**config.mk**
```make
export PLATFORM = sky130hd
export DESIGN_NAME = matrix_mac_datapath_flat
export DESIGN_NICKNAME = d
export VERILOG_FILES = /design/src/rtl/matrix_mac_datapath_pkg.sv /design/src/rtl/matrix_mac_datapath_if.sv /design/src/rtl/matrix_mac_datapath_product_adder_tree.sv /design/src/rtl/matrix_mac_datapath.sv /design/src/flat_wrapper.sv
export SDC_FILE = /design/constraint.sdc
export NUM_CORES = 1
export LEC_CHECK = 0
export ABC_CLOCK_PERIOD_IN_PS = 10200
export CAP_MARGIN = 5
export CORE_AREA = 2 2 149 151
export DETAILED_ROUTE_END_ITERATION = 6
export DIE_AREA = 0 0 151 153
export HOLD_SLACK_MARGIN = 0.12
export PLACE_DENSITY = 0.71
export SYNTH_ARGS = -nofsm -noshare
export SYNTH_HDL_FRONTEND = slang
export SYNTH_SLANG_ARGS = --single-unit
```
**constraint.sdc**
```tcl
create_clock -name clock -period 10.2 [get_ports clock]
set_input_delay 1.53 -clock clock [delete_from_list [all_inputs] [get_ports clock]]
set_output_delay 1.53 -clock clock [all_outputs]
set_load 0.03 [all_outputs]
```
**src/rtl/matrix_mac_datapath_pkg.sv**
```systemverilog
//------------------------------------------------------------------------------
// matrix_mac_datapath_pkg : shared widths and FSM state encodings for the
//                           matrix-multiply control/datapath pair.
// Revision: 1.0
//------------------------------------------------------------------------------
`default_nettype none

package matrix_mac_datapath_pkg;

  localparam int DATA_W    = 8;
  localparam int N_ENTRIES = 8;
  localparam int CNT_W     = 4;
  localparam int PROD_W    = 2 * DATA_W;
  localparam int ACC_W     = 2 * DATA_W + 3;
  localparam int OUT_W     = 2 * DATA_W;

  // Encoding shared with the upstream control FSM
  typedef enum logic [1:0] {
    ST_IDLE       = 2'b00,
    ST_MULTIPLY   = 2'b01,
    ST_ACCUMULATE = 2'b10,
    ST_STORE      = 2'b11
  } mm_state_e;

endpackage

`default_nettype wire

```
**src/rtl/matrix_mac_datapath_if.sv**
```systemverilog
//------------------------------------------------------------------------------
// matrix_mac_datapath_if : FSM-to-datapath control strobes, operands and results.
// Revision: 1.0
//------------------------------------------------------------------------------
`default_nettype none

interface matrix_mac_datapath_if;
  import matrix_mac_datapath_pkg::*;

  logic                     load_matrix;
  logic                     multiply_matrix;
  logic                     add;
  logic                     done;
  logic signed [DATA_W-1:0] a_entry;
  logic signed [DATA_W-1:0] b_entry;
  logic [CNT_W-1:0]         entry_count;
  logic signed [OUT_W-1:0]  result;
  logic                     result_valid;

  modport master (
    output load_matrix, multiply_matrix, add, done, a_entry, b_entry,
    input  entry_count, result, result_valid
  );

  modport slave (
    input  load_matrix, multiply_matrix, add, done, a_entry, b_entry,
    output entry_count, result, result_valid
  );

endinterface

`default_nettype wire

```
**src/rtl/matrix_mac_datapath_product_adder_tree.sv**
```systemverilog
//------------------------------------------------------------------------------
// product_adder_tree : combinational signed sum of all stored products,
//                      sign-extended to the accumulator width.
// Revision: 1.0
//------------------------------------------------------------------------------
`default_nettype none

module product_adder_tree
  import matrix_mac_datapath_pkg::*;
#(
  parameter int N_TERMS = N_ENTRIES,
  parameter int TERM_W  = PROD_W,
  parameter int SUM_W   = ACC_W
) (
  input  logic [N_TERMS-1:0][TERM_W-1:0] products,
  output logic signed [SUM_W-1:0]        sum
);

  logic signed [SUM_W-1:0] w_ext [N_TERMS];

  for (genvar i = 0; i < N_TERMS; i++) begin : g_sign_ext
    assign w_ext[i] = SUM_W'($signed(products[i]));
  end

  always_comb begin
    sum = '0;
    for (int i = 0; i < N_TERMS; i++) begin
      sum = sum + w_ext[i];
    end
  end

endmodule

`default_nettype wire

```
**src/rtl/matrix_mac_datapath.sv**
```systemverilog
//------------------------------------------------------------------------------
// matrix_mac_datapath : captures 8 signed A/B pairs, accumulates their dot
//                       product and registers it. Optional MAC_SATURATE_EN clamps.
// Revision: 1.0
//------------------------------------------------------------------------------
`default_nettype none

module matrix_mac_datapath
  import matrix_mac_datapath_pkg::*;
(
  input  logic                 clock,
  input  logic                 reset,
  matrix_mac_datapath_if.slave bus
);

  logic [CNT_W-1:0]                 r_entry_count;
  logic [N_ENTRIES-1:0][PROD_W-1:0] r_prod;
  logic signed [ACC_W-1:0]          r_acc;
  logic signed [OUT_W-1:0]          r_result;
  logic                             r_result_valid;

  logic signed [PROD_W-1:0] w_a_ext;
  logic signed [PROD_W-1:0] w_b_ext;
  logic signed [PROD_W-1:0] w_product;
  logic signed [ACC_W-1:0]  w_sum;
  logic signed [OUT_W-1:0]  w_result;
  logic                     w_capture;

  // Operands fit in PROD_W after the product, so the low half is exact
  assign w_a_ext   = PROD_W'(bus.a_entry);
  assign w_b_ext   = PROD_W'(bus.b_entry);
  assign w_product = w_a_ext * w_b_ext;
  assign w_capture = bus.load_matrix && bus.multiply_matrix;

  always_ff @(posedge clock) begin
    if (reset) begin
      r_entry_count <= '0;
      r_prod        <= '0;
    end else if (w_capture) begin
      for (int i = 0; i < N_ENTRIES; i++) begin
        if (r_entry_count == CNT_W'(i)) begin
          r_prod[i] <= w_product;
        end
      end
      r_entry_count <= (r_entry_count == CNT_W'(N_ENTRIES - 1)) ?
                       '0 : r_entry_count + CNT_W'(1);
    end else if (!bus.multiply_matrix) begin
      r_entry_count <= '0;
    end
  end

  product_adder_tree #(
    .N_TERMS (N_ENTRIES),
    .TERM_W  (PROD_W),
    .SUM_W   (ACC_W)
  ) u_adder_tree (
    .products (r_prod),
    .sum      (w_sum)
  );

`ifdef MAC_SATURATE_EN
  localparam logic signed [ACC_W-1:0] C_OUT_MAX = ACC_W'((2 ** (OUT_W - 1)) - 1);
  localparam logic signed [ACC_W-1:0] C_OUT_MIN = ACC_W'(-(2 ** (OUT_W - 1)));

  always_comb begin
    w_result = r_acc[OUT_W-1:0];
    if (r_acc > C_OUT_MAX) begin
      w_result = OUT_W'(C_OUT_MAX);
    end else if (r_acc < C_OUT_MIN) begin
      w_result = OUT_W'(C_OUT_MIN);
    end
  end
`else
  logic w_unused_acc_hi;

  assign w_unused_acc_hi = ^r_acc[ACC_W-1:OUT_W];
  assign w_result        = r_acc[OUT_W-1:0];
`endif

  // Store reads r_acc from before the edge, so add and done may coincide
  always_ff @(posedge clock) begin
    if (reset) begin
      r_acc          <= '0;
      r_result       <= '0;
      r_result_valid <= 1'b0;
    end else begin
      if (bus.add) begin
        r_acc <= w_sum;
      end
      if (bus.done) begin
        r_result <= w_result;
      end
      r_result_valid <= bus.done;
    end
  end

  assign bus.entry_count  = r_entry_count;
  assign bus.result       = r_result;
  assign bus.result_valid = r_result_valid;

endmodule

`default_nettype wire

```
**src/flat_wrapper.sv**
```systemverilog
// flat-port wrapper written by rule: the top's interface ports become plain ports
module matrix_mac_datapath_flat import matrix_mac_datapath_pkg::*;
  (clock, reset, bus_load_matrix, bus_multiply_matrix, bus_add, bus_done, bus_a_entry, bus_b_entry, bus_entry_count, bus_result, bus_result_valid);
  matrix_mac_datapath_if bus_i ();
  input  logic clock;
  input  logic reset;
  input wire logic [$bits(bus_i.load_matrix)-1:0] bus_load_matrix;
  input wire logic [$bits(bus_i.multiply_matrix)-1:0] bus_multiply_matrix;
  input wire logic [$bits(bus_i.add)-1:0] bus_add;
  input wire logic [$bits(bus_i.done)-1:0] bus_done;
  input wire logic [$bits(bus_i.a_entry)-1:0] bus_a_entry;
  input wire logic [$bits(bus_i.b_entry)-1:0] bus_b_entry;
  output wire logic [$bits(bus_i.entry_count)-1:0] bus_entry_count;
  output wire logic [$bits(bus_i.result)-1:0] bus_result;
  output wire logic [$bits(bus_i.result_valid)-1:0] bus_result_valid;
  assign bus_i.load_matrix = bus_load_matrix;
  assign bus_i.multiply_matrix = bus_multiply_matrix;
  assign bus_i.add = bus_add;
  assign bus_i.done = bus_done;
  assign bus_i.a_entry = bus_a_entry;
  assign bus_i.b_entry = bus_b_entry;
  assign bus_entry_count = bus_i.entry_count;
  assign bus_result = bus_i.result;
  assign bus_result_valid = bus_i.result_valid;
  matrix_mac_datapath u_core (.clock(clock), .reset(reset), .bus(bus_i));
endmodule
```
* Word level (Yosys, flattened, before mapping) *
Cells that the tools add are included.

word-level totals
  logic and storage cells = 42
  bits in registers = 165
  input port bits = 22
  output and inout port bits = 21

cells by class
  reduce and logical (&&, ||, !) cells = 10
  mux-type cells = 3
  add/subtract/negate cells = 8
  $mul = 1
  eq/ne operators = 8

operators by type and width
  kind                                                                     number
  16-bit adder                                                             7
  4-bit by 3-bit equality test with 1-bit output, second input constant    4
  8-bit by 8-bit multiplier with 16-bit output                             1
  2-bit AND reduction                                                      8
  4-bit 2-to-1 mux                                                         3
  4-bit by 2-bit equality test with 1-bit output, second input constant    2
  4-bit by 1-bit adder with 4-bit output, second input constant            1
  4-bit by 1-bit equality test with 1-bit output, second input constant    1
  4-bit logical NOT                                                        1
  2-bit by 1-bit inequality test with 1-bit output, second input constant  1
  1-bit logical AND                                                        1

* Depth between registers and ports, before layout *
Gate-level depths: netlist of run 1.

  word-level depth = 7
  gate-level depth with buffers = 17
  mapped depth without buffers = 17

* Modules after synthesis *
From an unflattened synthesis of run 1, not the netlist that was laid out.

unflattened totals
  cell total of the unflattened synthesis = 1403
  area total of the unflattened synthesis = 12206.7 µm²

by module, submodules not included
  module               times used  area each (µm²)  cells an instance  seq. area each (µm²)
  matrix_mac_datapath  1           8554.5           978                3303.2
  product_adder_tree   1           3652.3           425                0.0

* Least setup slack after synthesis of run 1 *
No wires, ideal clock.

  path kind = input to register
  start = input bus_b_entry[4]
  end = register u_core.r_prod[127] (netlist bit)
  buffers on the path = 1
  cell stages on the path = 16
  library setup time = 0.062 ns
  arrival = 5.497 ns
  slack = 4.641 ns
  data required time = 10.138 ns
  cell sequence = and2_1 -> fa_1 -> inv_1 -> fa_1 -> inv_1 -> fa_1 -> inv_1 -> fa_1 -> inv_1 -> ha_1 -> a21oi_1 -> o21a_1 -> a32oi_2 -> buf_6 -> or4_1 -> nand3_1

between the ends
  cells in the longest elaborated chain, start to end = 1

RTL lines
  item                                          line                       text
  start: declaration                            flat_wrapper.sv:12         input wire logic [$bits(bus_i.b_entry)-1:0] bus_b_entry;
  8-bit by 8-bit multiplier with 16-bit output  matrix_mac_datapath.sv:32  assign w_product = w_a_ext * w_b_ext;
  end signal: indexed assignment                matrix_mac_datapath.sv:42  r_prod[i] <= w_product;
  end: declaration                              matrix_mac_datapath.sv:17  logic [N_ENTRIES-1:0][PROD_W-1:0] r_prod;

No other way between the ends.
A chain may end at the register's enable or synchronous reset.

* Worst setup path after layout of run 1 *
  start = input bus_a_entry[7]
  end = register u_core.r_prod[15] (netlist bit)

between the ends
  cells in the longest elaborated chain, start to end = 1

RTL lines
  item                                          line                       text
  start: declaration                            flat_wrapper.sv:11         input wire logic [$bits(bus_i.a_entry)-1:0] bus_a_entry;
  8-bit by 8-bit multiplier with 16-bit output  matrix_mac_datapath.sv:32

No other way between the ends.

==> results of run 1 <==
==> tightest hold or removal path, cell delays in order, from the launching register on <==
cell,delay [ps]
sky130_fd_sc_hd__dfxtp_1,310
sky130_fd_sc_hd__nand2_1,50
sky130_fd_sc_hd__a21oi_1,50
==> synth_stat cells (2+ instances only) <==
master / number / area [um2]
sky130_fd_sc_hd__xor2_1: 4 / 35.03
sky130_fd_sc_hd__a311o_1: 7 / 70.07
sky130_fd_sc_hd__a21o_1: 3 / 22.52
sky130_fd_sc_hd__mux2i_1: 23 / 230.2
sky130_fd_sc_hd__ha_1: 49 / 613.1
sky130_fd_sc_hd__dfxtp_1: 165 / 3303
sky130_fd_sc_hd__nand3b_1: 2 / 15.01
sky130_fd_sc_hd__o21ai_0: 7 / 35.03
sky130_fd_sc_hd__nor4_1: 11 / 68.82
sky130_fd_sc_hd__nand2b_1: 3 / 18.77
sky130_fd_sc_hd__nor3_1: 6 / 30.03
sky130_fd_sc_hd__nand4b_1: 4 / 35.03
sky130_fd_sc_hd__buf_2: 21 / 105.1
sky130_fd_sc_hd__o211ai_1: 7 / 52.55
sky130_fd_sc_hd__o21a_1: 12 / 90.09
sky130_fd_sc_hd__xnor2_1: 28 / 245.2
sky130_fd_sc_hd__o21bai_1: 4 / 30.03
sky130_fd_sc_hd__nand4_1: 3 / 18.77
sky130_fd_sc_hd__or4_1: 3 / 22.52
sky130_fd_sc_hd__fa_1: 142 / 2843
sky130_fd_sc_hd__a31oi_1: 3 / 18.77
sky130_fd_sc_hd__clkbuf_1: 29 / 108.9
sky130_fd_sc_hd__a211oi_1: 16 / 120.1
sky130_fd_sc_hd__a21oi_1: 128 / 640.6
sky130_fd_sc_hd__buf_1: 5 / 18.77
sky130_fd_sc_hd__o31a_1: 2 / 17.52
sky130_fd_sc_hd__nor2b_1: 8 / 50.05
sky130_fd_sc_hd__o21ai_1: 13 / 65.06
sky130_fd_sc_hd__nand2_1: 226 / 848.3
sky130_fd_sc_hd__or3_1: 5 / 31.28
sky130_fd_sc_hd__and2_1: 51 / 319.1
sky130_fd_sc_hd__nor2_1: 64 / 240.2
sky130_fd_sc_hd__nand3_1: 14 / 70.07
sky130_fd_sc_hd__inv_1: 261 / 979.7
sky130_fd_sc_hd__o311ai_1: 2 / 17.52
sky130_fd_sc_hd__and4_1: 8 / 70.07
==> worst max path at each step <==
| stage | from | to | slack, ps | cells after the start |
|---|---|---|---|---|
| 2_1_floorplan | bus_b_entry[4] | u_core.r_prod[127] | 4640 | 16 |
| 3_3_place_gp | bus_a_entry[7] | u_core.r_prod[111] | 3850 | 17 |
| 5_1_grt | bus_a_entry[6] | u_core.r_prod[79] | 3890 | 17 |
| 6_report | bus_a_entry[7] | u_core.r_prod[15] | 4140 | 17 |
| 4_1_cts | bus_a_entry[7] | u_core.r_prod[15] | 4190 | 17 |
| 3_5_place_dp | bus_a_entry[7] | u_core.r_prod[15] | 3760 | 17 |
==> area by class of cell <==
cell class,count,area share (%)
Sequential cell,165,25.71
Timing Repair Buffer,44,3.370
Multi-Input combinational cell,873,55.82
Clock buffer,17,3.312
Clock inverter,15,1.403
Inverter,262,7.656
Tap cell,280,2.727
==> metal layers <==
layer	GRT usage [%]	vias up	share of wire [%]
met5	0	-	0
met4	7.655	0	2.3
met3	3.134	44	4.0
met2	41.00	190	50
met1	31.05	4176	44
li1	-	4237	-
==> metrics by stage <==
step,power [mW],area (um2)
floorplan,1.600,11710
global placement,1.869,12240
detailed placement,1.889,12240
CTS,2.549,12850
global route,2.726,12850
finish,2.542,12850
==> placed cells by master, fill, tap and decap left out, types with 4 or more instances in the layout <==
master / synthesis / final
sky130_fd_sc_hd__nor2_1: 64 / 64
sky130_fd_sc_hd__xnor2_1: 28 / 28
sky130_fd_sc_hd__o21bai_1: 4 / 4
sky130_fd_sc_hd__nor3_1: 6 / 6
sky130_fd_sc_hd__nor4_1: 11 / 11
sky130_fd_sc_hd__a21oi_1: 128 / 128
sky130_fd_sc_hd__o21a_1: 12 / 12
sky130_fd_sc_hd__and2_1: 51 / 51
sky130_fd_sc_hd__or3_1: 5 / 5
sky130_fd_sc_hd__dfxtp_1: 165 / 165
sky130_fd_sc_hd__inv_8: 0 / 5
sky130_fd_sc_hd__nand2_1: 226 / 226
sky130_fd_sc_hd__o21ai_1: 13 / 13
sky130_fd_sc_hd__clkdlybuf4s50_1: 0 / 41
sky130_fd_sc_hd__nand4b_1: 4 / 4
sky130_fd_sc_hd__xor2_1: 4 / 4
sky130_fd_sc_hd__clkbuf_16: 0 / 17
sky130_fd_sc_hd__and4_1: 8 / 8
sky130_fd_sc_hd__nor2b_1: 8 / 8
sky130_fd_sc_hd__inv_1: 261 / 261
sky130_fd_sc_hd__o211ai_1: 7 / 7
sky130_fd_sc_hd__fa_1: 142 / 142
sky130_fd_sc_hd__ha_1: 49 / 49
sky130_fd_sc_hd__a211oi_1: 16 / 16
sky130_fd_sc_hd__a311o_1: 7 / 7
sky130_fd_sc_hd__mux2i_1: 23 / 23
sky130_fd_sc_hd__o21ai_0: 7 / 7
sky130_fd_sc_hd__nand3_1: 14 / 14
sky130_fd_sc_hd__inv_6: 0 / 5
==> sequential cells by signal, summed over array words and instances, names as in the netlist <==
register                 flops
u_core.bus.result_valid      1
u_core.r_prod              128
u_core.bus.entry_count       4
u_core.r_acc                16
u_core.bus.result           16
==> where the power goes <==
group | leakage (nW) | switching, mW | internal [mW] | total, mW
Combinational | 3.71 | 0.783 | 0.405 | 1.19
Sequential | 1.33 | 0.0181 | 0.676 | 0.694
Clock | 0.299 | 0.307 | 0.353 | 0.660
Total | 5.34 | 1.11 | 1.43 | 2.54
==> cells by family after synthesis <==
group | after synthesis | synth area share (%)
AO/OA/AOI/OAI | 211 | 10.91
XOR/XNOR | 32 | 2.394
adder cells (fa/ha/maj) | 191 | 29.51
buffers and inverters | 319 | 10.55
flip-flops | 165 | 28.21
multiplexers | 25 | 2.180
AND/OR/NAND/NOR | 414 | 16.24
==> impl_metrics.env, run 1 <==
export IMPL_cp_arrival_ps=6390
export IMPL_route_final_wire_length_um=25580
export IMPL_final_max_slew_violation_count=0
export IMPL_detailedRoute_firstIterationViolations=383
export IMPL_multi_input_area_mm2=0.007171
export IMPL_design_portCount=43
export IMPL_rsz0062_at_grt="no"
export IMPL_r2r_worst_path_cells=17
export IMPL_final_setup_violation_count=0
export IMPL_vias_per_cell=5.222
export IMPL_clock_sinks=165
export IMPL_hold_worst_slack_ps=456.5
export IMPL_cts_tree="yes"
export IMPL_start_util_pct=54.50
export IMPL_instances_no_fill=1656
export IMPL_final_period_utilization_pct=59.43
export IMPL_io_buffer_count=42
export IMPL_clock_tree_htree_level_count=4
export IMPL_drive_above_1_share_pct=3.488
export IMPL_worst_ir_drop_vdd_mv=0.2159
export IMPL_min_to="u_core.r_prod[2]"
export IMPL_setup_reg_to_reg_worst_slack_ps=5790
export IMPL_post_synth_cell_area_avg_um2=8.628
export IMPL_cts_setup_buffers=0
export IMPL_hold_violations=0
export IMPL_postCtsHoldBufs=0
export IMPL_clock_path_buffers=2
export IMPL_synth_flop_cell="sky130_fd_sc_hd__dfxtp_1"
export IMPL_timing_critical_path_max_delay_family="adder cells"
export IMPL_die_w_um=151
export IMPL_power_per_cell_area_mw_per_mm2=197.9
export IMPL_drt_pass1_iterations=4
export IMPL_final_worst_path_period_need_ps=6062
export IMPL_hold_class="reg2reg"
export IMPL_async_reset_ff_share_pct=0
export IMPL_max_clock_freq_mhz=165.0
export IMPL_drt_drc_violations_left=0
export IMPL_fin_nets=1576
export IMPL_reg_to_reg_critical_path_startpoint="u_core.r_prod[50]"
export IMPL_grt_pass1_wl_um=43480
export IMPL_place_gp_congestion=0.8441
export IMPL_cts_clk_slew_worst_paths_ps=70
export IMPL_timing_critical_path_required_ps=10530
export IMPL_detailed_route_via_count=8647
export IMPL_grt_start_max_net_pins=73
export IMPL_average_wire_length_per_cell_after_detail_routing_um=15.45
export IMPL_ys_seq_area_share_pct=28.21
export IMPL_clk_root_buffer_cell="sky130_fd_sc_hd__clkbuf_16"
export IMPL_worst_slew_margin_rel_pct=16.08
export IMPL_post_synth_num_cell_types=54
export IMPL_timing_worst_slew_pin_value_ps=1250
export IMPL_place_inst=1624
export IMPL_layout_area_overhead_vs_synth_pct=9.714
export IMPL_cts_repair_resized=0
export IMPL_leak_nw=5.345
export IMPL_number_of_flops_mapped_to_enable_cells_by_yosys=0
export IMPL_tns_ps=0
export IMPL_antenna_left=0
export IMPL_vias_in_the_first_global_route=8742
export IMPL_worst_path_largest_cell_delay_ps=600
export IMPL_worstReg2RegEnd="u_core.r_acc[14]"
export IMPL_final_util_pct=59.79
export IMPL_setup_worst_path_end_class="register"
export IMPL_hold_path_startpoint="u_core.r_prod[2]"
export IMPL_rows=54
export IMPL_yosys_register_bits=165
export IMPL_crit_path_top_delay_cell="sky130_fd_sc_hd__fa_1"
export IMPL_post_synth_instance_area_mm2=0.01171
export IMPL_antenna_diode_count=0
export IMPL_path_common_cell="sky130_fd_sc_hd__inv_1"
export IMPL_insertion_delay_ps=440
export IMPL_inserted_clock_buffers=17
export IMPL_die_area_mm2=0.02310
export IMPL_worst_setup_start_kind="primary input"
export IMPL_grt_remaining_overflow=0
export IMPL_fin_worst_skew_ps=10.07
export IMPL_floorplan_die_height_um=153
export IMPL_post_dp_hpwl_um=18340
export IMPL_syn_num_nets=1570
export IMPL_critical_path_class="in2reg"
export IMPL_max_cap_violations=0
export IMPL_layout_setup_ws_ps=4138
export IMPL_status="finished clean"
export IMPL_yosysWarnings=0
export IMPL_grt_use_total_pct=23.82
export IMPL_design_core_area_mm2=0.02149
export IMPL_pre_cts_slack_ps=3758
export IMPL_fill_cell_total_of_the_finished_layout=1950
export IMPL_critical_path_n_buffers_inverters=6
export IMPL_worstPathCellList="clkdlybuf4s50_1 -> nand2_1 -> inv_1 -> fa_1 -> inv_1 -> fa_1 -> inv_1 -> fa_1 -> inv_1 -> fa_1 -> inv_1 -> ha_1 -> a21oi_1 -> o21a_1 -> a32oi_2 -> and4_1 -> a311o_1"
export IMPL_final_seq_area_mm2=0.003303
export IMPL_hold_depth=2
export IMPL_netlist_instances=1357
export IMPL_antenna_violations_before_repair=0
export IMPL_critPathMaxFanout=16
Power figures use the tool's default switching activity.
==> run 2: changes to the inputs <==
--- a/config.mk
+++ b/config.mk
@@ -5,7 +5,7 @@
 export SDC_FILE = /design/constraint.sdc
 export NUM_CORES = 1
 export LEC_CHECK = 0
-export ABC_CLOCK_PERIOD_IN_PS = 10200
+export ABC_CLOCK_PERIOD_IN_PS = 5800
 export CAP_MARGIN = 5
 export CORE_AREA = 2 2 149 151
 export DETAILED_ROUTE_END_ITERATION = 6
==> constraint.sdc (replaced) <==
create_clock -name clock -period 5.8 [get_ports clock]
set_input_delay 0.87 -clock clock [delete_from_list [all_inputs] [get_ports clock]]
set_output_delay 0.87 -clock clock [all_outputs]
set_load 0.03 [all_outputs]
==> impl_metrics.env, run 2 (synthesis gave the netlist of run 1 again) <==
export IMPL_status="finished clean"
export IMPL_max_cap_violations=0
export IMPL_int_pwr_mw=2.648
export IMPL_hold_class="reg2reg"
export IMPL_registers_top_by_ff_count="u_core.r_prod"
export IMPL_r2r_worst_path_cells=17
export IMPL_grt_start_max_net_pins=101
export IMPL_min_to="u_core.r_prod[116]"
export IMPL_tns_ps=0
export IMPL_layout_area_overhead_vs_synth_pct=10.38
export IMPL_seq_power_share_pct=26.7
export IMPL_antenna_diode_count=0
export IMPL_final_max_slew_violation_count=0
export IMPL_antenna_left=0
export IMPL_route_final_wire_length_um=25190
export IMPL_clk_root_buffer_cell="sky130_fd_sc_hd__clkbuf_16"
export IMPL_insertion_delay_ps=430
export IMPL_critPathMaxFanout=16
export IMPL_commonest_cells_after_routing_fill_and_taps_aside="sky130_fd_sc_hd__inv_1, sky130_fd_sc_hd__nand2_1, sky130_fd_sc_hd__dfxtp_1, sky130_fd_sc_hd__fa_1, sky130_fd_sc_hd__a21oi_1"
export IMPL_design_portCount=43
export IMPL_clock_sinks=165
export IMPL_cts_repair_resized=0
export IMPL_vias_per_cell=5.182
export IMPL_max_clock_freq_mhz=187.3
export IMPL_postCtsHoldBufs=0
export IMPL_fin_worst_skew_ps=10.83
export IMPL_floorplan_die_height_um=153
export IMPL_reg_to_reg_critical_path_startpoint="u_core.r_prod[50]"
export IMPL_detailed_route_via_count=8649
export IMPL_grt_remaining_overflow=0
export IMPL_cts_clk_slew_worst_paths_ps=60
export IMPL_largest_register_ffs=128
export IMPL_final_worst_path_period_need_ps=5340
export IMPL_post_dp_hpwl_um=18160
export IMPL_drt_drc_violations_left=0
export IMPL_worstReg2RegEnd="u_core.r_acc[14]"
export IMPL_drt_pass1_iterations=5
export IMPL_worst_setup_start_kind="primary input"
export IMPL_share_clk_of_total_power_pct=24.4
export IMPL_critical_path_class="in2reg"
export IMPL_clock_tree_htree_level_count=4
export IMPL_detailedRoute_firstIterationViolations=490
export IMPL_layout_setup_ws_ps=459.8
export IMPL_grt_use_total_pct=23.30
export IMPL_rows=54
export IMPL_rsz0062_at_grt="no"
export IMPL_timing_critical_path_required_ps=6110
export IMPL_hold_depth=2
export IMPL_clock_path_buffers=2
export IMPL_final_period_utilization_pct=92.07
export IMPL_worst_ir_drop_vdd_mv=0.6159
export IMPL_antenna_violations_before_repair=0
export IMPL_grt_pass1_wl_um=42460
export IMPL_drive_above_1_share_pct=4.392
export IMPL_start_util_pct=54.50
export IMPL_leak_nw=5.388
export IMPL_cts_setup_buffers=0
export IMPL_inserted_clock_buffers=17
export IMPL_die_w_um=151
export IMPL_hold_violations=0
export IMPL_power_per_cell_area_mw_per_mm2=354.7
export IMPL_die_area_mm2=0.02310
export IMPL_p_comb_share_pct=49.0
export IMPL_final_setup_violation_count=0
export IMPL_fin_nets=1590
export IMPL_vias_in_the_first_global_route=8675
export IMPL_setup_reg_to_reg_worst_slack_ps=1380
export IMPL_worst_slew_margin_rel_pct=21.76
export IMPL_timing_worst_slew_pin_value_ps=1165
export IMPL_sw_frac_of_total_pct=42.23
export IMPL_cp_arrival_ps=5650
export IMPL_average_wire_length_per_cell_after_detail_routing_um=15.09
export IMPL_layout_cells_most_common="sky130_fd_sc_hd__inv_1"
export IMPL_place_gp_congestion=0.8406
export IMPL_setup_worst_path_end_class="register"
export IMPL_hold_path_startpoint="u_core.r_prod[116]"
export IMPL_io_buffer_count=42
export IMPL_design_core_area_mm2=0.02149
export IMPL_cts_tree="yes"
export IMPL_switching_power_mw=1.936
export IMPL_pre_cts_slack_ps=38.79
export IMPL_total_power_mw=4.584
==> run 2: changes by cell type in the layout (fill, tap and decap cells not counted), sizes merged <==
cell,previous run,this run
buf,3,17
clkbuf,17,18
clkinv,4,3
clkinvlp,0,3
inv,272,268
==> run 2: per-stage QoR <==
step	hold WS (ps)	area [um2]	std cells	utilization [%]
floorplan	436.3	11710	1357	-
global placement	441.3	12350	1638	57.46
detailed placement	446.8	12350	1638	57.46
CTS	456.2	12920	1669	60.15
global route	466.3	12920	1669	60.15
finish	454.5	12920	1669	60.15
==> run 2: critical path, stage by stage <==
cell and delay (ps):
sky130_fd_sc_hd__clkdlybuf4s50_1 540, sky130_fd_sc_hd__and2_1 220, sky130_fd_sc_hd__fa_1 530, sky130_fd_sc_hd__inv_1 50
sky130_fd_sc_hd__fa_1 520, sky130_fd_sc_hd__inv_1 50, sky130_fd_sc_hd__fa_1 480, sky130_fd_sc_hd__inv_1 50
sky130_fd_sc_hd__fa_1 470, sky130_fd_sc_hd__inv_1 40, sky130_fd_sc_hd__ha_1 320, sky130_fd_sc_hd__o21ai_0 160
sky130_fd_sc_hd__o21ai_2 230, sky130_fd_sc_hd__nand3_2 90, sky130_fd_sc_hd__a32oi_2 600, sky130_fd_sc_hd__nor4_1 120
sky130_fd_sc_hd__a311o_1 300
==> run 2: routing by layer <==
| metal | vias up | GRT usage, % | part of all wire [%] |
|---|---|---|---|
| met5 | - | 0 | 0 |
| met2 | 155 | 41.10 | 51 |
| met1 | 4198 | 30.04 | 44 |
| met4 | 0 | 6.008 | 1.5 |
| met3 | 30 | 3.194 | 3.6 |
| li1 | 4266 | - | - |
==> run 2: layout make-up <==
cell class                 instances  area (um2)
clock buffer                      18       439.2
clock inverter                    13       138.9
fill                            1928        8562
inverter                         262       983.4
multi-input combinational        873        7171
sequential                       165        3303
tap                              280       350.3
timing repair buffer              58       538.0
==> run 2: power groups by stage <==
stage	sequential, mW	clock [mW]	combinational [mW]
global placement	1.25	0	2.21
CTS	1.22	1.13	2.25
floorplan	1.25	0	1.56
detailed placement	1.25	0	2.24
finish	1.22	1.12	2.25
global route	1.23	1.17	2.52
==> run 2: how the worst max path moves through the flow <==
stage                   start                 end  slack [ps]  cells after the start
2_1_floorplan  bus_b_entry[4]  u_core.r_prod[127]         900                     16
5_1_grt        bus_a_entry[5]   u_core.r_prod[15]         190                     17
6_report       bus_a_entry[5]   u_core.r_prod[47]         460                     17
3_3_place_gp   bus_a_entry[5]   u_core.r_prod[95]         150                     17
3_5_place_dp   bus_a_entry[5]   u_core.r_prod[15]          40                     17
4_1_cts        bus_a_entry[5]   u_core.r_prod[15]         490                     17
==> run 3: changes to the inputs <==
==> constraint.sdc (replaced) <==
create_clock -name clock -period 5.8 [get_ports clock]
set_input_delay 1.45 -clock clock [delete_from_list [all_inputs] [get_ports clock]]
set_output_delay 1.45 -clock clock [all_outputs]
set_load 0.03 [all_outputs]
==> impl_metrics.env, run 3 (synthesis gave the netlist of run 1 again) <==
export IMPL_max_cap_violations=0
export IMPL_layout_setup_ws_ps=207.9
export IMPL_final_setup_violation_count=0
export IMPL_fin_worst_skew_ps=9.413
export IMPL_antenna_left=0
export IMPL_instances_no_fill=1725
export IMPL_insertion_delay_ps=440
export IMPL_worst_slew_margin_rel_pct=33.78
export IMPL_detailed_route_via_count=8946
export IMPL_finish_instance_area_mm2=0.01342
export IMPL_vias_per_cell=5.186
export IMPL_timing_worst_slew_pin_value_ps=990.9
export IMPL_status="finished clean"
export IMPL_clock_path_buffers=2
export IMPL_drive_above_1_share_pct=8.097
export IMPL_registers_top_by_ff_count="u_core.r_prod"
export IMPL_detailedRoute_firstIterationViolations=450
export IMPL_commonest_cells_after_routing_fill_and_taps_aside="sky130_fd_sc_hd__inv_1, sky130_fd_sc_hd__nand2_1, sky130_fd_sc_hd__dfxtp_1, sky130_fd_sc_hd__fa_1, sky130_fd_sc_hd__a21oi_1"
export IMPL_worst_setup_start_kind="primary input"
export IMPL_worst_ir_drop_vdd_mv=0.6759
export IMPL_clock_sinks=165
export IMPL_start_util_pct=54.50
export IMPL_grt_pass1_wl_um=44370
export IMPL_met2_usage_pct=43.25
export IMPL_worstPathCellList="clkdlybuf4s50_1 -> and2_1 -> fa_1 -> inv_1 -> fa_1 -> inv_1 -> fa_1 -> inv_1 -> fa_1 -> inv_1 -> ha_1 -> nor3_1 -> o21ai_2 -> nand3_2 -> a32oi_2 -> buf_4 -> buf_4 -> or4_1 -> nand3_1"
export IMPL_design_portCount=43
export IMPL_hold_class="reg2reg"
export IMPL_grt_remaining_overflow=0
export IMPL_timing_critical_path_max_delay_family="adder cells"
export IMPL_die_area_mm2=0.02310
export IMPL_clock_tree_htree_level_count=4
export IMPL_critical_path_class="in2reg"
export IMPL_crit_path_top_delay_cell="sky130_fd_sc_hd__fa_1"
export IMPL_postCtsHoldBufs=0
export IMPL_final_period_utilization_pct=96.42
export IMPL_switching_power_mw=1.993
export IMPL_max_clock_freq_mhz=178.8
export IMPL_pre_cts_slack_ps=-341.0
export IMPL_seq_power_share_pct=24.3
export IMPL_io_buffer_count=42
export IMPL_critPathMaxFanout=15
export IMPL_drt_pass1_iterations=5
export IMPL_cts_setup_buffers=0
export IMPL_fin_nets=1645
export IMPL_place_gp_congestion=0.8246
export IMPL_die_w_um=151
export IMPL_sw_frac_of_total_pct=39.65
export IMPL_drt_drc_violations_left=0
export IMPL_p_comb_share_pct=51.6
export IMPL_power_per_cell_area_mw_per_mm2=374.6
export IMPL_cts_clk_slew_worst_paths_ps=60
export IMPL_total_power_mw=5.028
export IMPL_timing_critical_path_required_ps=6170
export IMPL_hold_violations=0
export IMPL_antenna_violations_before_repair=0
export IMPL_floorplan_die_height_um=153
export IMPL_grt_met1_use_pct=30.52
export IMPL_grt_use_total_pct=24.33
export IMPL_post_dp_hpwl_um=18760
export IMPL_rows=54
export IMPL_largest_register_ffs=128
export IMPL_grt_start_max_net_pins=67
export IMPL_design_core_area_mm2=0.02149
export IMPL_final_max_slew_violation_count=0
export IMPL_route_final_wire_length_um=26070
export IMPL_layer_with_the_highest_usage_after_global_routing="met2"
export IMPL_layout_area_overhead_vs_synth_pct=14.63
export IMPL_worst_path_largest_cell_delay_ps=530
export IMPL_place_inst=1693
export IMPL_share_clk_of_total_power_pct=24.1
export IMPL_critical_path_n_buffers_inverters=7
export IMPL_layout_cells_most_common="sky130_fd_sc_hd__inv_1"
export IMPL_inserted_clock_buffers=17
export IMPL_vias_in_the_first_global_route=9255
export IMPL_cts_tree="yes"
export IMPL_gr_usage_met3_pct=3.642
export IMPL_cp_arrival_ps=5960
export IMPL_rsz0062_at_grt="no"
export IMPL_antenna_diode_count=0
export IMPL_clk_root_buffer_cell="sky130_fd_sc_hd__clkbuf_16"
export IMPL_detailed_place_area_mm2=0.01277
export IMPL_setup_worst_path_end_class="register"
export IMPL_int_pwr_mw=3.034
export IMPL_final_worst_path_period_need_ps=5592
export IMPL_average_wire_length_per_cell_after_detail_routing_um=15.11
export IMPL_leak_nw=5.782
## run 3: changes by cell type in the layout (fill, tap and decap cells not counted), moves of 2 or more
cell                              delta
sky130_fd_sc_hd__buf_4              +54
sky130_fd_sc_hd__clkdlybuf4s50_1     -9
sky130_fd_sc_hd__dlymetal6s2s_1      +9
sky130_fd_sc_hd__clkinvlp_4          -3
sky130_fd_sc_hd__bufinv_16           +2
sky130_fd_sc_hd__clkinv_2            +2
## run 3: cell type report
class	instances	area, um2
Multi-Input combinational cell	873	7171
Tap cell	280	350.3
Fill cell	1862	8064
Timing Repair Buffer	113	985.9
Inverter	262	983.4
Clock buffer	18	439.2
Clock inverter	14	188.9
Sequential cell	165	3303
## run 3: final timing paths
| kind | from | to | slack [ps] | cells after the start |
|---|---|---|---|---|
| hold reg to reg | u_core.r_prod[118] | u_core.r_prod[118] | 450 | 2 |
| hold / removal | u_core.r_prod[118] | u_core.r_prod[118] | 450 | 2 |
| setup reg to reg | u_core.r_prod[49] | u_core.r_acc[14] | 1300 | 17 |
| setup / recovery | bus_b_entry[2] | u_core.r_prod[127] | 210 | 19 |
## run 3: stage by stage
stage	TNS, ps	hold slack, ps	utilization [%]
global route	0	469.7	62.47
CTS	0	455.0	62.36
finish	0	454.9	62.47
global placement	-6854	441.7	59.44
detailed placement	-10180	446.3	59.44
floorplan	0	436.3	-
## run 3: tightest hold or removal path: stages (launching register included)
cell,delay (ps)
sky130_fd_sc_hd__dfxtp_1,310
sky130_fd_sc_hd__nand2_1,50
sky130_fd_sc_hd__a21oi_1,50
## run 3: timing repair
item                                   in CTS  in global routing
setup endpoints to repair                   0                 36
endpoints found under the hold margin       0                  0
resized for setup                           0                 10
## run 3: metal layers
layer	part of all wire (%)	vias up	wire [um]
li1	-	4375	-
met3	3.4	45	880
met4	1.9	0	483
met1	43	4382	11340
met5	0	-	0
met2	51	144	13370
## run 3: power groups by stage
stage	registers (mW)	logic, mW	clock network (mW)
after floorplan	1.25	1.56	0
after CTS	1.22	2.60	1.22
after global placement	1.25	2.54	0
after detailed placement	1.25	2.58	0
final	1.22	2.59	1.21
after global routing	1.23	2.89	1.26
==> patch 1, RTL diff (settings of run 2) <==
The option `MAC_SATURATE_EN` is turned on by a define.
--- a/src/rtl/matrix_mac_datapath.sv
+++ b/src/rtl/matrix_mac_datapath.sv
@@ -4,6 +4,8 @@
 // Revision: 1.0
 //------------------------------------------------------------------------------
 `default_nettype none
+
+`define MAC_SATURATE_EN
 
 module matrix_mac_datapath
   import matrix_mac_datapath_pkg::*;
Check against the original RTL: same outputs for any inputs over 4 cycles, from zero or initial values and one cycle with reset high; that may be too few to reach the edited logic, so the function may still have changed.
==> patch 1 against run 2 <==
Total power is 6.0% higher. Routed wire length is 11% higher. Die area stayed put. Sequential cell count is 3 higher. Area after synthesis is 6.1% higher. Design area is 5.2% higher. Global-route usage is 2.5 points higher. Worst setup slack worse by 73 ps. Count of clock-buffer cells in the layout is 1 higher. Critical path type unchanged. Largest cell class unchanged. Largest power group unchanged. Highest routed layer unchanged.
==> patch 1: results (changes against run 2) <==
| Stage | Parameter | Reported | Change |
| --- | --- | --- | --- |
| yosys | Distinct cells, synth | 69 | was 54 |
| place | RePlAce Congestion | 0.8892 | was 0.8406 |
| place | Worst setup slack after placement | 4.972 ps | was 38.79 ps |
| place | Detail Placement HPWL | 20.42 mm | was 18.16 mm |
| yosys | Top cells by area, synth | sky130_fd_sc_hd__dfxtp_1, sky130_fd_sc_hd__fa_1, sky130_fd_sc_hd__inv_1 | unchanged |
| timing | Worst-case clock skew | 9.596 ps | was 10.83 ps |
| route | Iteration-0 DRC Markers | 537 | was 490 |
| route | Average wire per cell in the routed design | 16.21 um | was 15.09 um |
| worst setup path | Slowest cell on crit path | sky130_fd_sc_hd__clkdlybuf4s50_1 | was sky130_fd_sc_hd__a32oi_2 |
| global route | Met1 Usage GRT | 35.75% | was 30.04% |
| yosys | Sequential area share after synthesis | 27.06% | was 28.21% |
| final layout | Fill cell total of the finished layout | 1856 | was 1928 |
| yosys | Top post-synthesis cells by count | sky130_fd_sc_hd__inv_1, sky130_fd_sc_hd__dfxtp_1, sky130_fd_sc_hd__nand2_1 | was sky130_fd_sc_hd__inv_1, sky130_fd_sc_hd__nand2_1, sky130_fd_sc_hd__dfxtp_1 |
| pwr | Worst voltage drop across the vdd grid | 0.0003379 V | was 0.0006159 V |
| clock network | Number of resized instances in the post-cts repair step | 0 | unchanged |
| route | Met3 wire length | 1.482 mm | was 918 um |
| final layout | Fraction of layout instances using a drive strength above 1 | 4.834% | was 4.392% |
| yosys | Post-synthesis net count | 1650 | was 1570 |
| worst setup path | Worst Path Max Fanout | 18 | was 16 |
| global route | Global Route met3 Usage | 3.940% | was 3.194% |
| global route | Combined global-route utilization of all metal layers | 25.77% | was 23.30% |
| global route | Number of global-route vias before repair | 9288 | was 8675 |
| route | Via density | 5.374 | was 5.182 |
| global route | Met2 usage in global routing | 42.79% | was 41.10% |
| global route | Pin count of the biggest net entering global routing | 94 | was 101 |
| route | M1 wire length | 12.55 mm | was 11.16 mm |
| run status | Status | completed | unchanged |
| global route | First-pass GRT wire length | 46.73 mm | was 42.46 mm |
| route | Met2 Routed Length | 13.55 mm | was 12.73 mm |
==> patch 1: area by class of cell <==
cell class                 instances  area, um2  area share, %
inverter                         286       1074          7.897
multi-input combinational        905       7664          56.37
sequential                       168       3363          24.74
clock inverter                    13      160.2          1.178
tap                              280      350.3          2.577
timing repair buffer              57      530.5          3.902
clock buffer                      19      452.9          3.332
==> patch 1: worst paths after layout <==
| path | endpoint | slack [ps] | start | cells after the start |
|---|---|---|---|---|
| max | u_core.r_prod[77]$_SDFFE_PP0P_ | 390 | bus_b_entry[2] | 15 |
| min reg2reg | u_core.r_prod[65]$_SDFFE_PP0P_ | 450 | u_core.r_prod[65]$_SDFFE_PP0P_ | 2 |
| min | u_core.r_prod[65]$_SDFFE_PP0P_ | 450 | u_core.r_prod[65]$_SDFFE_PP0P_ | 2 |
| max reg2reg | u_core.r_acc[10]$_SDFFE_PP0P_ | 1130 | u_core.r_prod[3]$_SDFFE_PP0P_ | 14 |
==> patch 1: power by group <==
part           switching (W)  leakage (nW)  internal, W
Combinational        0.00153          3.99     0.000880
Clock               0.000521         0.292     0.000671
Sequential         0.0000342          1.36      0.00122
Total                0.00208          5.64      0.00278
==> patch 1: cells by family (layout without fill, tap and decap cells) <==
logic type	Yosys count	count (layout)	share of synthesized area [%]
AOI/OAI and AO/OA	264	264	14.07
xor gates and xnor gates	22	22	1.551
adders and majority gates	206	206	30.04
buffers and inverters	349	375	11.27
DFF	168	168	27.06
muxes	9	9	0.7350
and+or+nand+nor	404	404	15.27
==> patch 1: per-stage QoR <==
step | std cells | hold slack, ps
floorplan | 1422 | 436.3
global placement | 1696 | 441.6
detailed placement | 1696 | 446.5
CTS | 1728 | 456.0
global route | 1728 | 473.9
finish | 1728 | 454.9
==> patch 2, RTL diff (flow settings as in run 2) <==
Made on the original files. Compare `r_entry_count` against `CNT_W'(N_ENTRIES - 1)` with >= in place of ==.
--- a/src/rtl/matrix_mac_datapath.sv
+++ b/src/rtl/matrix_mac_datapath.sv
@@ -42,7 +42,7 @@
           r_prod[i] <= w_product;
         end
       end
-      r_entry_count <= (r_entry_count == CNT_W'(N_ENTRIES - 1)) ?
+      r_entry_count <= (r_entry_count >= CNT_W'(N_ENTRIES - 1)) ?
                        '0 : r_entry_count + CNT_W'(1);
     end else if (!bus.multiply_matrix) begin
       r_entry_count <= '0;
Formal check against the unedited RTL: same outputs for any inputs over 4 cycles, from zero or initial values and one cycle with reset high; that may be too few to reach the edited logic, so the function may still have changed.
==> patch 2 against run 2 <==
Worst setup slack improved by 21 ps. Final cell count is 0.54% lower. Clock skew down 2.8 ps. Core utilization is 0.27 points lower. Design area decreased by 0.45%. Via count is 1.1% lower. First-iteration DRC count grew 4.1%. Total power is 6.9% lower. Sequential cell count is the same. Area after synthesis down 1.2%. Routed wire length rose by 2.5%. Highest routed layer unchanged.
==> patch 2: results (changes against run 2) <==
| Stage | Parameter | Reported | Change |
| --- | --- | --- | --- |
| worst hold path | Hold Crit Endpoint | u_core.r_prod[33]$_SDFFE_PP0P_ | was u_core.r_prod[116]$_SDFFE_PP0P_ |
| worst hold path | Hold path start | u_core.r_prod[33]$_SDFFE_PP0P_ | was u_core.r_prod[116]$_SDFFE_PP0P_ |
| route | M1 wire length | 11.17 mm | was 11.16 mm |
| final layout | Fraction of layout instances using a drive strength above 1 | 4.348% | was 4.392% |
| yosys | Top cells by area, synth | sky130_fd_sc_hd__dfxtp_1, sky130_fd_sc_hd__fa_1, sky130_fd_sc_hd__inv_1 | unchanged |
| timing | Slew @ Worst Pin | 1094 ps | was 1165 ps |
| route | Total wire length | 25.83 mm | was 25.19 mm |
| worst setup path | Worst Path Max Fanout | 8 | was 16 |
| global route | Number of global-route vias before repair | 8603 | was 8675 |
| route | Via density | 5.155 | was 5.182 |
| timing | Maximum clock frequency | 188.0 MHz | was 187.3 MHz |
| yosys | Sequential area share after synthesis | 28.54% | was 28.21% |
| run status | Status | completed | unchanged |
| worst setup path | Worst reg2reg path depth | 17 | unchanged |
| worst setup path | Reg2Reg Setup Slack | 1090 ps | was 1380 ps |
| pwr | Worst voltage drop across the vdd grid | 0.0002296 V | was 0.0006159 V |
| global route | Combined global-route utilization of all metal layers | 23.36% | was 23.30% |
| yosys | Fraction of post-synthesis cell area in the top cell type by area | 28.54% | was 28.21% |
| route | Met3 wire length | 1.260 mm | was 918 um |
| route | Iteration-0 DRC Markers | 510 | was 490 |
| worst setup path | Crit path from | bus_b_entry[2] | was bus_a_entry[5] |
| place | Worst setup slack after placement | 83.33 ps | was 38.79 ps |
| global route | Pin count of the biggest net entering global routing | 99 | was 101 |
| pwr | Leak Pwr | 5.476 nW | was 5.388 nW |
| route | Met2 Routed Length | 12.88 mm | was 12.73 mm |
| place | RePlAce Congestion | 0.8462 | was 0.8406 |
| worst setup path | Signal arrival time at the worst endpoint | 5670 ps | was 5650 ps |
| yosys | Distinct cells, synth | 55 | was 54 |
| yosys | Post-synthesis net count | 1560 | was 1570 |
| place | Detail Placement HPWL | 18.29 mm | was 18.16 mm |
patch 2: worst max path at each step:
stage          cells after the start                              end
5_1_grt                           17   u_core.r_prod[43]$_SDFFE_PP0P_
6_report                          17   u_core.r_prod[91]$_SDFFE_PP0P_
4_1_cts                           17   u_core.r_prod[91]$_SDFFE_PP0P_
3_5_place_dp                      17   u_core.r_prod[75]$_SDFFE_PP0P_
2_1_floorplan                     17  u_core.r_prod[111]$_SDFFE_PP0P_
3_3_place_gp                      17   u_core.r_prod[43]$_SDFFE_PP0P_
patch 2: report_power, final:
part	internal, W	total, W	switching, W
Sequential	0.00118	0.00121	0.0000270
Combinational	0.000725	0.00191	0.00119
Clock	0.000663	0.00115	0.000486
Total	0.00257	0.00427	0.00170
patch 2: cells by family after synthesis:
group / count (synthesis) / share of synthesized area (%)
xor gates and xnor gates: 32 / 2.422
AOI/OAI and AO/OA: 211 / 11.56
DFF: 165 / 28.54
buffers and inverters: 311 / 10.15
muxes: 25 / 2.184
adders and majority gates: 191 / 29.86
and+or+nand+nor: 412 / 15.29
patch 2: area by class of cell:
type                       instances  area (um2)
sequential                       165        3303
fill                            1886        8621
clock buffer                      19       452.9
clock inverter                    13       146.4
multi-input combinational        871        7128
tap                              280       350.3
inverter                         256       960.9
timing repair buffer              56       523.0
patch 2: worst max-delay path, stage by stage:
cell and delay, ps:
sky130_fd_sc_hd__clkdlybuf4s50_1 540, sky130_fd_sc_hd__and2_1 250, sky130_fd_sc_hd__fa_1 530, sky130_fd_sc_hd__inv_1 60, sky130_fd_sc_hd__fa_1 530, sky130_fd_sc_hd__inv_1 50
sky130_fd_sc_hd__fa_1 470, sky130_fd_sc_hd__inv_1 50, sky130_fd_sc_hd__fa_1 470, sky130_fd_sc_hd__inv_1 40, sky130_fd_sc_hd__ha_1 310, sky130_fd_sc_hd__o21a_1 170
sky130_fd_sc_hd__a2111oi_4 420, sky130_fd_sc_hd__o21bai_1 140, sky130_fd_sc_hd__xor2_1 500, sky130_fd_sc_hd__nand2_1 130, sky130_fd_sc_hd__a21oi_1 140
patch 2: per-stage QoR:
step	utilization, %	area, um2	std cells	power (W)	hold slack (ps)
after floorplan	-	11570	1347	0.002605	436.3
after global routing	59.88	12860	1660	0.004590	473.0
after detailed placement	57.09	12270	1628	0.003147	446.3
final	59.88	12860	1660	0.004267	455.5
after global placement	57.09	12270	1628	0.003116	442.2
after CTS	59.88	12860	1660	0.004295	454.7
patch 2: metal layers:
layer  vias up  track usage [%]
met5         -                0
met3        36            4.687
met1      4128            30.44
met4         0            6.498
li1       4213                -
met2       181            39.52
